### src/rtl/kamus_id_stage.sv
// kamus_id_stage: instruction-decode stage.
// A DEPTH-entry FIFO decouples fetch from issue. The FIFO head is decoded,
// its register operands are read with writeback bypass, and the decoded
// result is registered into a single ID/EX slot. A load-use hazard holds the
// head in the FIFO. A saturating counter records the cycles lost to it.
module kamus_id_stage #(
  parameter int XLEN      = 32,
  parameter int PC_WIDTH  = 32,
  parameter int DEPTH     = 2,
  parameter int CNT_WIDTH = 16
) (
  input  logic                 clk_i,
  input  logic                 rst_i,
  input  logic                 flush_i,
  input  logic                 if_valid_i,
  output logic                 if_ready_o,
  input  logic [31:0]          instr_i,
  input  logic [PC_WIDTH-1:0]  instr_addr_i,
  input  logic [PC_WIDTH-1:0]  next_pc_i,
  output logic [4:0]           rs1_addr_o,
  output logic [4:0]           rs2_addr_o,
  input  logic [XLEN-1:0]      rs1_data_i,
  input  logic [XLEN-1:0]      rs2_data_i,
  input  logic                 wb_en_i,
  input  logic [4:0]           wb_rd_i,
  input  logic [XLEN-1:0]      wb_data_i,
  input  logic                 ex_load_pending_i,
  input  logic [4:0]           ex_load_rd_i,
  output logic                 ex_valid_o,
  input  logic                 ex_ready_i,
  output logic [6:0]           ex_opcode_o,
  output logic [2:0]           ex_funct3_o,
  output logic [6:0]           ex_funct7_o,
  output logic [4:0]           ex_rd_o,
  output logic [XLEN-1:0]      ex_imm_o,
  output logic                 ex_imm_used_o,
  output logic                 ex_illegal_o,
  output logic [XLEN-1:0]      ex_rs1_data_o,
  output logic [XLEN-1:0]      ex_rs2_data_o,
  output logic [PC_WIDTH-1:0]  ex_pc_o,
  output logic [PC_WIDTH-1:0]  ex_next_pc_o,
  output logic [CNT_WIDTH-1:0] hazard_cnt_o
);

  localparam int PTR_W = $clog2(DEPTH);
  localparam logic [PTR_W:0]   FILL_ONE  = {{PTR_W{1'b0}}, 1'b1};
  localparam logic [PTR_W:0]   FILL_FULL = (PTR_W+1)'(DEPTH);
  localparam logic [PTR_W-1:0] PTR_ONE   = (PTR_W)'(1);

  localparam logic [6:0] OPC_LUI      = 7'b0110111;
  localparam logic [6:0] OPC_AUIPC    = 7'b0010111;
  localparam logic [6:0] OPC_JAL      = 7'b1101111;
  localparam logic [6:0] OPC_JALR     = 7'b1100111;
  localparam logic [6:0] OPC_BRANCH   = 7'b1100011;
  localparam logic [6:0] OPC_LOAD     = 7'b0000011;
  localparam logic [6:0] OPC_STORE    = 7'b0100011;
  localparam logic [6:0] OPC_OP_IMM   = 7'b0010011;
  localparam logic [6:0] OPC_OP       = 7'b0110011;
  localparam logic [6:0] OPC_MISC_MEM = 7'b0001111;
  localparam logic [6:0] OPC_SYSTEM   = 7'b1110011;

  // Operand select: x0 reads as zero, and a same-cycle writeback overrides the register file.
  function automatic logic [XLEN-1:0] pick_operand(
    input logic [4:0]      addr,
    input logic [XLEN-1:0] rf_data,
    input logic            wb_en,
    input logic [4:0]      wb_rd,
    input logic [XLEN-1:0] wb_data
  );
    logic [XLEN-1:0] res;
    if (addr == 5'd0) begin
      res = {XLEN{1'b0}};
    end else if (wb_en && (wb_rd == addr)) begin
      res = wb_data;
    end else begin
      res = rf_data;
    end
    return res;
  endfunction

  // FIFO storage and pointers
  logic [31:0]         fifo_instr_q [DEPTH];
  logic [PC_WIDTH-1:0] fifo_addr_q  [DEPTH];
  logic [PC_WIDTH-1:0] fifo_npc_q   [DEPTH];
  logic [PTR_W-1:0]    wr_ptr_q, wr_ptr_d;
  logic [PTR_W-1:0]    rd_ptr_q, rd_ptr_d;
  logic [PTR_W:0]      fill_q, fill_d;

  logic push_s, pop_s, head_valid_s;
  logic [31:0] head_instr_s;

  // Decode results of the head
  logic [6:0]      op_s;
  logic [2:0]      f3_s;
  logic [6:0]      f7_s;
  logic [31:0]     imm32_s;
  logic [XLEN-1:0] imm_s;
  logic            imm_used_s, illegal_s, rs1_used_s, rs2_used_s;

  logic hazard_s, slot_free_s, issue_s;

  // ID/EX slot
  logic                 ex_valid_q;
  logic [6:0]           ex_opcode_q, ex_funct7_q;
  logic [2:0]           ex_funct3_q;
  logic [4:0]           ex_rd_q;
  logic [XLEN-1:0]      ex_imm_q, ex_rs1_q, ex_rs2_q;
  logic                 ex_imm_used_q, ex_illegal_q;
  logic [PC_WIDTH-1:0]  ex_pc_q, ex_npc_q;
  logic [CNT_WIDTH-1:0] hazard_cnt_q;

  // Ready depends only on occupancy, so there is no path from ex_ready_i to fetch.
  assign if_ready_o   = ~rst_i & (fill_q != FILL_FULL);
  assign push_s       = if_valid_i & if_ready_o;
  assign pop_s        = issue_s;
  assign head_valid_s = (fill_q != {(PTR_W+1){1'b0}});
  assign head_instr_s = fifo_instr_q[rd_ptr_q];

  assign op_s       = head_instr_s[6:0];
  assign f3_s       = head_instr_s[14:12];
  assign f7_s       = head_instr_s[31:25];
  assign rs1_addr_o = head_instr_s[19:15];
  assign rs2_addr_o = head_instr_s[24:20];

  // Next-state of FIFO pointers and fill level; flush empties the FIFO.
  always_comb begin
    wr_ptr_d = wr_ptr_q;
    rd_ptr_d = rd_ptr_q;
    fill_d   = fill_q;
    if (flush_i) begin
      wr_ptr_d = {PTR_W{1'b0}};
      rd_ptr_d = {PTR_W{1'b0}};
      fill_d   = {(PTR_W+1){1'b0}};
    end else begin
      if (push_s) begin
        wr_ptr_d = wr_ptr_q + PTR_ONE;
      end else begin
        wr_ptr_d = wr_ptr_q;
      end
      if (pop_s) begin
        rd_ptr_d = rd_ptr_q + PTR_ONE;
      end else begin
        rd_ptr_d = rd_ptr_q;
      end
      case ({push_s, pop_s})
        2'b10:   fill_d = fill_q + FILL_ONE;
        2'b01:   fill_d = fill_q - FILL_ONE;
        default: fill_d = fill_q;
      endcase
    end
  end

  // FIFO pointer and fill registers
  always_ff @(posedge clk_i) begin
    if (rst_i) begin
      wr_ptr_q <= {PTR_W{1'b0}};
      rd_ptr_q <= {PTR_W{1'b0}};
      fill_q   <= {(PTR_W+1){1'b0}};
    end else begin
      wr_ptr_q <= wr_ptr_d;
      rd_ptr_q <= rd_ptr_d;
      fill_q   <= fill_d;
    end
  end

  // FIFO payload write; a push coinciding with flush is dropped.
  always_ff @(posedge clk_i) begin
    if (push_s && !flush_i) begin
      fifo_instr_q[wr_ptr_q] <= instr_i;
      fifo_addr_q[wr_ptr_q]  <= instr_addr_i;
      fifo_npc_q[wr_ptr_q]   <= next_pc_i;
    end
  end

  // Decode the head: immediate format, legality and register usage.
  always_comb begin
    imm32_s    = 32'h0000_0000;
    imm_used_s = 1'b0;
    illegal_s  = 1'b0;
    rs1_used_s = 1'b1;
    rs2_used_s = 1'b0;
    case (op_s)
      OPC_LUI, OPC_AUIPC: begin
        imm32_s    = {head_instr_s[31:12], 12'h000};
        imm_used_s = 1'b1;
        rs1_used_s = 1'b0;
      end
      OPC_JAL: begin
        imm32_s    = {{11{head_instr_s[31]}}, head_instr_s[31], head_instr_s[19:12],
                      head_instr_s[20], head_instr_s[30:21], 1'b0};
        imm_used_s = 1'b1;
        rs1_used_s = 1'b0;
      end
      OPC_JALR: begin
        imm32_s    = {{20{head_instr_s[31]}}, head_instr_s[31:20]};
        imm_used_s = 1'b1;
      end
      OPC_BRANCH: begin
        imm32_s    = {{19{head_instr_s[31]}}, head_instr_s[31], head_instr_s[7],
                      head_instr_s[30:25], head_instr_s[11:8], 1'b0};
        imm_used_s = 1'b1;
        rs2_used_s = 1'b1;
        illegal_s  = (f3_s == 3'b010) || (f3_s == 3'b011);
      end
      OPC_LOAD: begin
        imm32_s    = {{20{head_instr_s[31]}}, head_instr_s[31:20]};
        imm_used_s = 1'b1;
        illegal_s  = (f3_s == 3'b011) || (f3_s == 3'b110) || (f3_s == 3'b111);
      end
      OPC_STORE: begin
        imm32_s    = {{20{head_instr_s[31]}}, head_instr_s[31:25], head_instr_s[11:7]};
        imm_used_s = 1'b1;
        rs2_used_s = 1'b1;
        illegal_s  = (f3_s > 3'b010);
      end
      OPC_OP_IMM: begin
        imm32_s    = {{20{head_instr_s[31]}}, head_instr_s[31:20]};
        imm_used_s = 1'b1;
        illegal_s  = ((f3_s == 3'b001) || (f3_s == 3'b101)) && head_instr_s[25];
      end
      OPC_OP: begin
        rs2_used_s = 1'b1;
        if (f7_s == 7'b0000000) begin
          illegal_s = 1'b0;
        end else if (f7_s == 7'b0100000) begin
          // Only SUB and SRA carry the alternate funct7.
          illegal_s = !((f3_s == 3'b000) || (f3_s == 3'b101));
        end else begin
          illegal_s = 1'b1;
        end
      end
      OPC_MISC_MEM: begin
        illegal_s = 1'b0;
      end
      OPC_SYSTEM: begin
        imm32_s    = {27'd0, head_instr_s[19:15]};
        imm_used_s = f3_s[2];
      end
      default: begin
        illegal_s = 1'b1;
      end
    endcase
    if (head_instr_s[1:0] != 2'b11) begin
      illegal_s = 1'b1;
    end else begin
      illegal_s = illegal_s;
    end
  end

  assign imm_s = XLEN'($signed(imm32_s));

  assign hazard_s = head_valid_s & ex_load_pending_i & (ex_load_rd_i != 5'd0) &
                    ((rs1_used_s & (rs1_addr_o == ex_load_rd_i)) |
                     (rs2_used_s & (rs2_addr_o == ex_load_rd_i)));
  assign slot_free_s = ~ex_valid_q | ex_ready_i;
  assign issue_s     = head_valid_s & ~hazard_s & slot_free_s;

  // ID/EX slot: load on issue, empty when consumed with nothing to issue, otherwise hold.
  always_ff @(posedge clk_i) begin
    if (rst_i) begin
      ex_valid_q    <= 1'b0;
      ex_opcode_q   <= 7'd0;
      ex_funct3_q   <= 3'd0;
      ex_funct7_q   <= 7'd0;
      ex_rd_q       <= 5'd0;
      ex_imm_q      <= {XLEN{1'b0}};
      ex_imm_used_q <= 1'b0;
      ex_illegal_q  <= 1'b0;
      ex_rs1_q      <= {XLEN{1'b0}};
      ex_rs2_q      <= {XLEN{1'b0}};
      ex_pc_q       <= {PC_WIDTH{1'b0}};
      ex_npc_q      <= {PC_WIDTH{1'b0}};
    end else if (flush_i) begin
      ex_valid_q <= 1'b0;
    end else if (issue_s) begin
      ex_valid_q    <= 1'b1;
      ex_opcode_q   <= op_s;
      ex_funct3_q   <= f3_s;
      ex_funct7_q   <= f7_s;
      ex_rd_q       <= head_instr_s[11:7];
      ex_imm_q      <= imm_s;
      ex_imm_used_q <= imm_used_s;
      ex_illegal_q  <= illegal_s;
      ex_rs1_q      <= pick_operand(rs1_addr_o, rs1_data_i, wb_en_i, wb_rd_i, wb_data_i);
      ex_rs2_q      <= pick_operand(rs2_addr_o, rs2_data_i, wb_en_i, wb_rd_i, wb_data_i);
      ex_pc_q       <= fifo_addr_q[rd_ptr_q];
      ex_npc_q      <= fifo_npc_q[rd_ptr_q];
    end else if (slot_free_s) begin
      ex_valid_q <= 1'b0;
    end else begin
      ex_valid_q <= ex_valid_q;
    end
  end

  // Saturating count of cycles where a free slot was lost to a load-use hazard; survives flush.
  always_ff @(posedge clk_i) begin
    if (rst_i) begin
      hazard_cnt_q <= {CNT_WIDTH{1'b0}};
    end else if (hazard_s && slot_free_s && !(&hazard_cnt_q)) begin
      hazard_cnt_q <= hazard_cnt_q + {{(CNT_WIDTH-1){1'b0}}, 1'b1};
    end else begin
      hazard_cnt_q <= hazard_cnt_q;
    end
  end

  assign ex_valid_o    = ex_valid_q;
  assign ex_opcode_o   = ex_opcode_q;
  assign ex_funct3_o   = ex_funct3_q;
  assign ex_funct7_o   = ex_funct7_q;
  assign ex_rd_o       = ex_rd_q;
  assign ex_imm_o      = ex_imm_q;
  assign ex_imm_used_o = ex_imm_used_q;
  assign ex_illegal_o  = ex_illegal_q;
  assign ex_rs1_data_o = ex_rs1_q;
  assign ex_rs2_data_o = ex_rs2_q;
  assign ex_pc_o       = ex_pc_q;
  assign ex_next_pc_o  = ex_npc_q;
  assign hazard_cnt_o  = hazard_cnt_q;

endmodule

### config.mk
export PLATFORM = sky130hd
export DESIGN_NAME = kamus_id_stage
export DESIGN_NICKNAME = d
export VERILOG_FILES = /design/src/rtl/kamus_id_stage.sv
export SDC_FILE = /design/constraint.sdc
export NUM_CORES = 1
export LEC_CHECK = 0
export BUFFER_PORTS_ARGS = -buffer_cell sky130_fd_sc_hd__buf_2
export CAP_MARGIN = 0
export CORE_MARGIN = 2
export CORE_UTILIZATION = 50
export CTS_CLUSTER_DIAMETER = 100
export DETAILED_ROUTE_END_ITERATION = 8
export PLACE_DENSITY_LB_ADDON = 0.05
export SLEW_MARGIN = 0
export SYNTH_ARGS = -nofsm -noshare
export SYNTH_HDL_FRONTEND = slang
export SYNTH_SLANG_ARGS = --single-unit
### constraint.sdc
create_clock -name clk_i -period 23.6 [get_ports clk_i]
set_input_delay 1.18 -clock clk_i [delete_from_list [all_inputs] [get_ports clk_i]]
set_output_delay 1.18 -clock clk_i [all_outputs]
set_load 0.02 [all_outputs]
==> results.json <==
{
  "run_status": "finished, final reports clean",
  "cts_resized": 0,
  "synth-edff-count": 192,
  "internal_power_mw": 1.15,
  "dp_hpwl_um": 28500,
  "hold_viol": 0,
  "avgRoutedWirePerCell_um": 19.9,
  "core_um2": 31600,
  "insertion_delay_ns": 0.54,
  "rr_endpoint": "ex_next_pc_o[3]",
  "track_usage_pct": 24.2,
  "dp.cells": 2021,
  "yosysSeqAreaShare_pct": 61.4,
  "vdd_ir_drop_max_v": 0.0000687,
  "rsz0062_at_grt": "false",
  "syn-cell-area_um2": 16100,
  "rows": 65,
  "drt-pass1-iter-count": 5,
  "async_flop_share_pct": 0,
  "crit_type": "reg -> reg",
  "clk_pin_slew_worst_paths_ns": 0.06,
  "max_slew_margin_pct": 21.7,
  "vias_per_cell": 5.52,
  "layout_commonest_cell": "buf_2",
  "cp_cell_sequence": "buf_4 -> mux2i_1 -> nor4_1 -> o211a_1 -> nand4b_1 -> o211a_4 -> buf_4 -> buf_4 -> nor2_1 -> a211oi_1",
  "ant_nets": 0,
  "fmax_ghz": 0.206,
  "final_util_pct": 62.0,
  "fin_ws_ns": 18.74,
  "ys_ff_latch": 398,
  "hold_ws_ns": 0.481,
  "crit_fanout": 109,
  "cp_common_cell": "buf_4",
  "initial_core_util_pct": 50.9,
  "ff2ff_path_depth": 10,
  "pin_count": 421,
  "startpoint_type": "flip-flop",
  "fin_nets": 1874,
  "setup_viol": 0,
  "drc": 0,
  "first_global_vias": 11208,
  "maxCapViolations": 0,
  "skew_ns": 0.0235,
  "hold_depth": 2,
  "clock_tree.buffer_depth": 3,
  "holdBufCountCts": 0,
  "fin_crit_ns": 4.86,
  "routed_wl_um": 42000,
  "synth_top_area_cell": "edfxtp_1",
  "clkPwrFrac_pct": 40.7,
  "syn-num-nets": 1503,
  "crit_end": "ex_next_pc_o[3]",
  "io_buffers": 420,
  "arrival_ns": 5.29,
  "yosysWarnings": 0,
  "grt_pass1_wl_um": 63600,
  "synth_area_leaders": "edfxtp_1, dfxtp_1, mux2i_1, a211oi_1, nor2_1",
  "switching_share_pct": 23.6,
  "period_share_pct": 20.6,
  "grt_max_degree": 111,
  "cts_root_buffer": "clkbuf_16",
  "setup_tns_ns": 0,
  "power_density_nw_per_um2": 76.9,
  "instances_no_fill": 2108,
  "antenna_found_initial": 13,
  "pwr-share-comb_pct": 9.2,
  "htree_num_levels": 2,
  "crit_required_ns": 24.03,
  "synth_top_area_share_pct": 35.8,
  "crit_path_top_delay_cell": "buf_4",
  "syn_avg_cell_area_um2": 12.5,
  "drive_gt1_share_pct": 31.8,
  "p_seq_share_pct": 50.0,
  "tritoncts": "done",
  "cp-end-kind": "flip-flop",
  "p_switching_mw": 0.356,
  "synth_flop_cell": "dfxtp_1",
  "cts_setup_buffers": 0,
  "dp_slack_ns": 18.71,
  "dieArea_um2": 33700,
  "holdCritPathClass": "reg -> reg",
  "globalplace.congestion": 0.868,
  "syn_inst": 1292,
  "cts_sinks": 398,
  "num_vias": 11641,
  "synthDistinctLibCells": 64,
  "drt_iter0_markers": 769,
  "p_leak_nw": 7.91,
  "overflow": 0,
  "final_cell_mix": "buf_2, dfxtp_1, edfxtp_1",
  "die_x_um": 184,
  "syn2layout_area_growth_pct": 21.8,
  "regToRegSetupSlack_ns": 18.74,
  "slowest_delay_ns": 0.89,
  "tightest_slew_ns": 1.17,
  "cts_made_buffers": 42,
  "drv_slew": 0,
  "die_y_um": 184
}
[metal layers]
layer | global-route usage, % | up-vias | part of all wire (%)
met4 | 7.81 | 4 | 2.6
li1 | - | 5605 | -
met1 | 30.7 | 5517 | 40
met5 | 0 | - | 0.071
met3 | 7.75 | 74 | 9.5
met2 | 39.4 | 441 | 48
[power by group through the flow]
| stage | Sequential, mW | Combinational [mW] | Clock [mW] |
|---|---|---|---|
| floorplan | 0.788 | 0.0698 | 0 |
| global placement | 0.770 | 0.137 | 0 |
| detailed placement | 0.770 | 0.140 | 0 |
| finish | 0.755 | 0.140 | 0.615 |
| global route | 0.757 | 0.152 | 0.659 |
| CTS | 0.755 | 0.140 | 0.628 |
[Yosys cell counts, types with 6 or more instances]
library cell  instances
clkbuf_1             53
a21oi_1              13
nand3b_1             72
o21ai_0               9
buf_2                21
a211oi_1             86
nand2_1              16
a211oi_2             16
nor2_1              147
inv_1                12
nor3_1               42
dfxtp_1             206
edfxtp_1            192
nand3_1              15
xor2_1                7
mux2i_1             152
mux2_2               14
xnor2_1              20
nand4_1               8
o31ai_1              71
nor2b_1              12
nand2b_1              6
buf_4                23
[area by class of cell]
| type | instances | area [um2] |
|---|---|---|
| sequential | 398 | 9890 |
| inverter | 12 | 45.0 |
| clock inverter | 16 | 141 |
| tap | 402 | 503 |
| multi-input combinational | 775 | 5670 |
| antenna | 10 | 25.0 |
| clock buffer | 61 | 1130 |
| timing repair buffer | 434 | 2210 |
| fill | 2622 | 12000 |
[state kept, by name (all words and copies together) (netlist names), 2 cells and up, named ones only]
register and count:
fifo_npc_q 64, fifo_instr_q 64, fifo_addr_q 64, ex_pc_o 32, ex_imm_o 32, ex_opcode_o 7
fill_q 2, ex_rs1_data_o 32, hazard_cnt_o 16, ex_rs2_data_o 32, ex_rd_o 5, ex_funct7_o 7
ex_funct3_o 3, ex_next_pc_o 32
[cells by family after synthesis]
group           after synthesis  synth area share (%)
fa+ha+maj                     2                 0.155
flops                       398                  61.4
simple gates                342                  11.1
xor+xnor                     27                  1.47
mux                         175                  11.2
buf+inv                     119                  3.70
compound gates              229                  11.0
[worst min path at each step]
stage	from	endpoint	slack, ns
3_3_place_gp	ex_rs2_data_o[20]	ex_rs2_data_o[20]	0.47
3_5_place_dp	ex_rs2_data_o[2]	ex_rs2_data_o[2]	0.47
2_1_floorplan	ex_imm_o[31]	ex_imm_o[31]	0.53
6_report	ex_rs1_data_o[29]	ex_rs1_data_o[29]	0.48
5_1_grt	ex_rs1_data_o[13]	ex_rs1_data_o[13]	0.51
4_1_cts	ex_rs1_data_o[29]	ex_rs1_data_o[29]	0.48
[through the flow]
stage	cell area (um2)	total power, mW
after CTS	19600	1.52
after floorplan	16100	0.858
final	19600	1.51
after global placement	18300	0.907
after global routing	19600	1.57
after detailed placement	18300	0.910
[worst max-delay path: cells and delay by family (launching register included)]
kind                   cells  cell delay [ns]
multiplexers               1             0.42
flip-flops                 1             0.31
AND/OR/NAND/NOR            3             0.76
buffers and inverters      3             2.29
AO/OA/AOI/OAI              3             0.89
(Power assumes the default switching activity.)
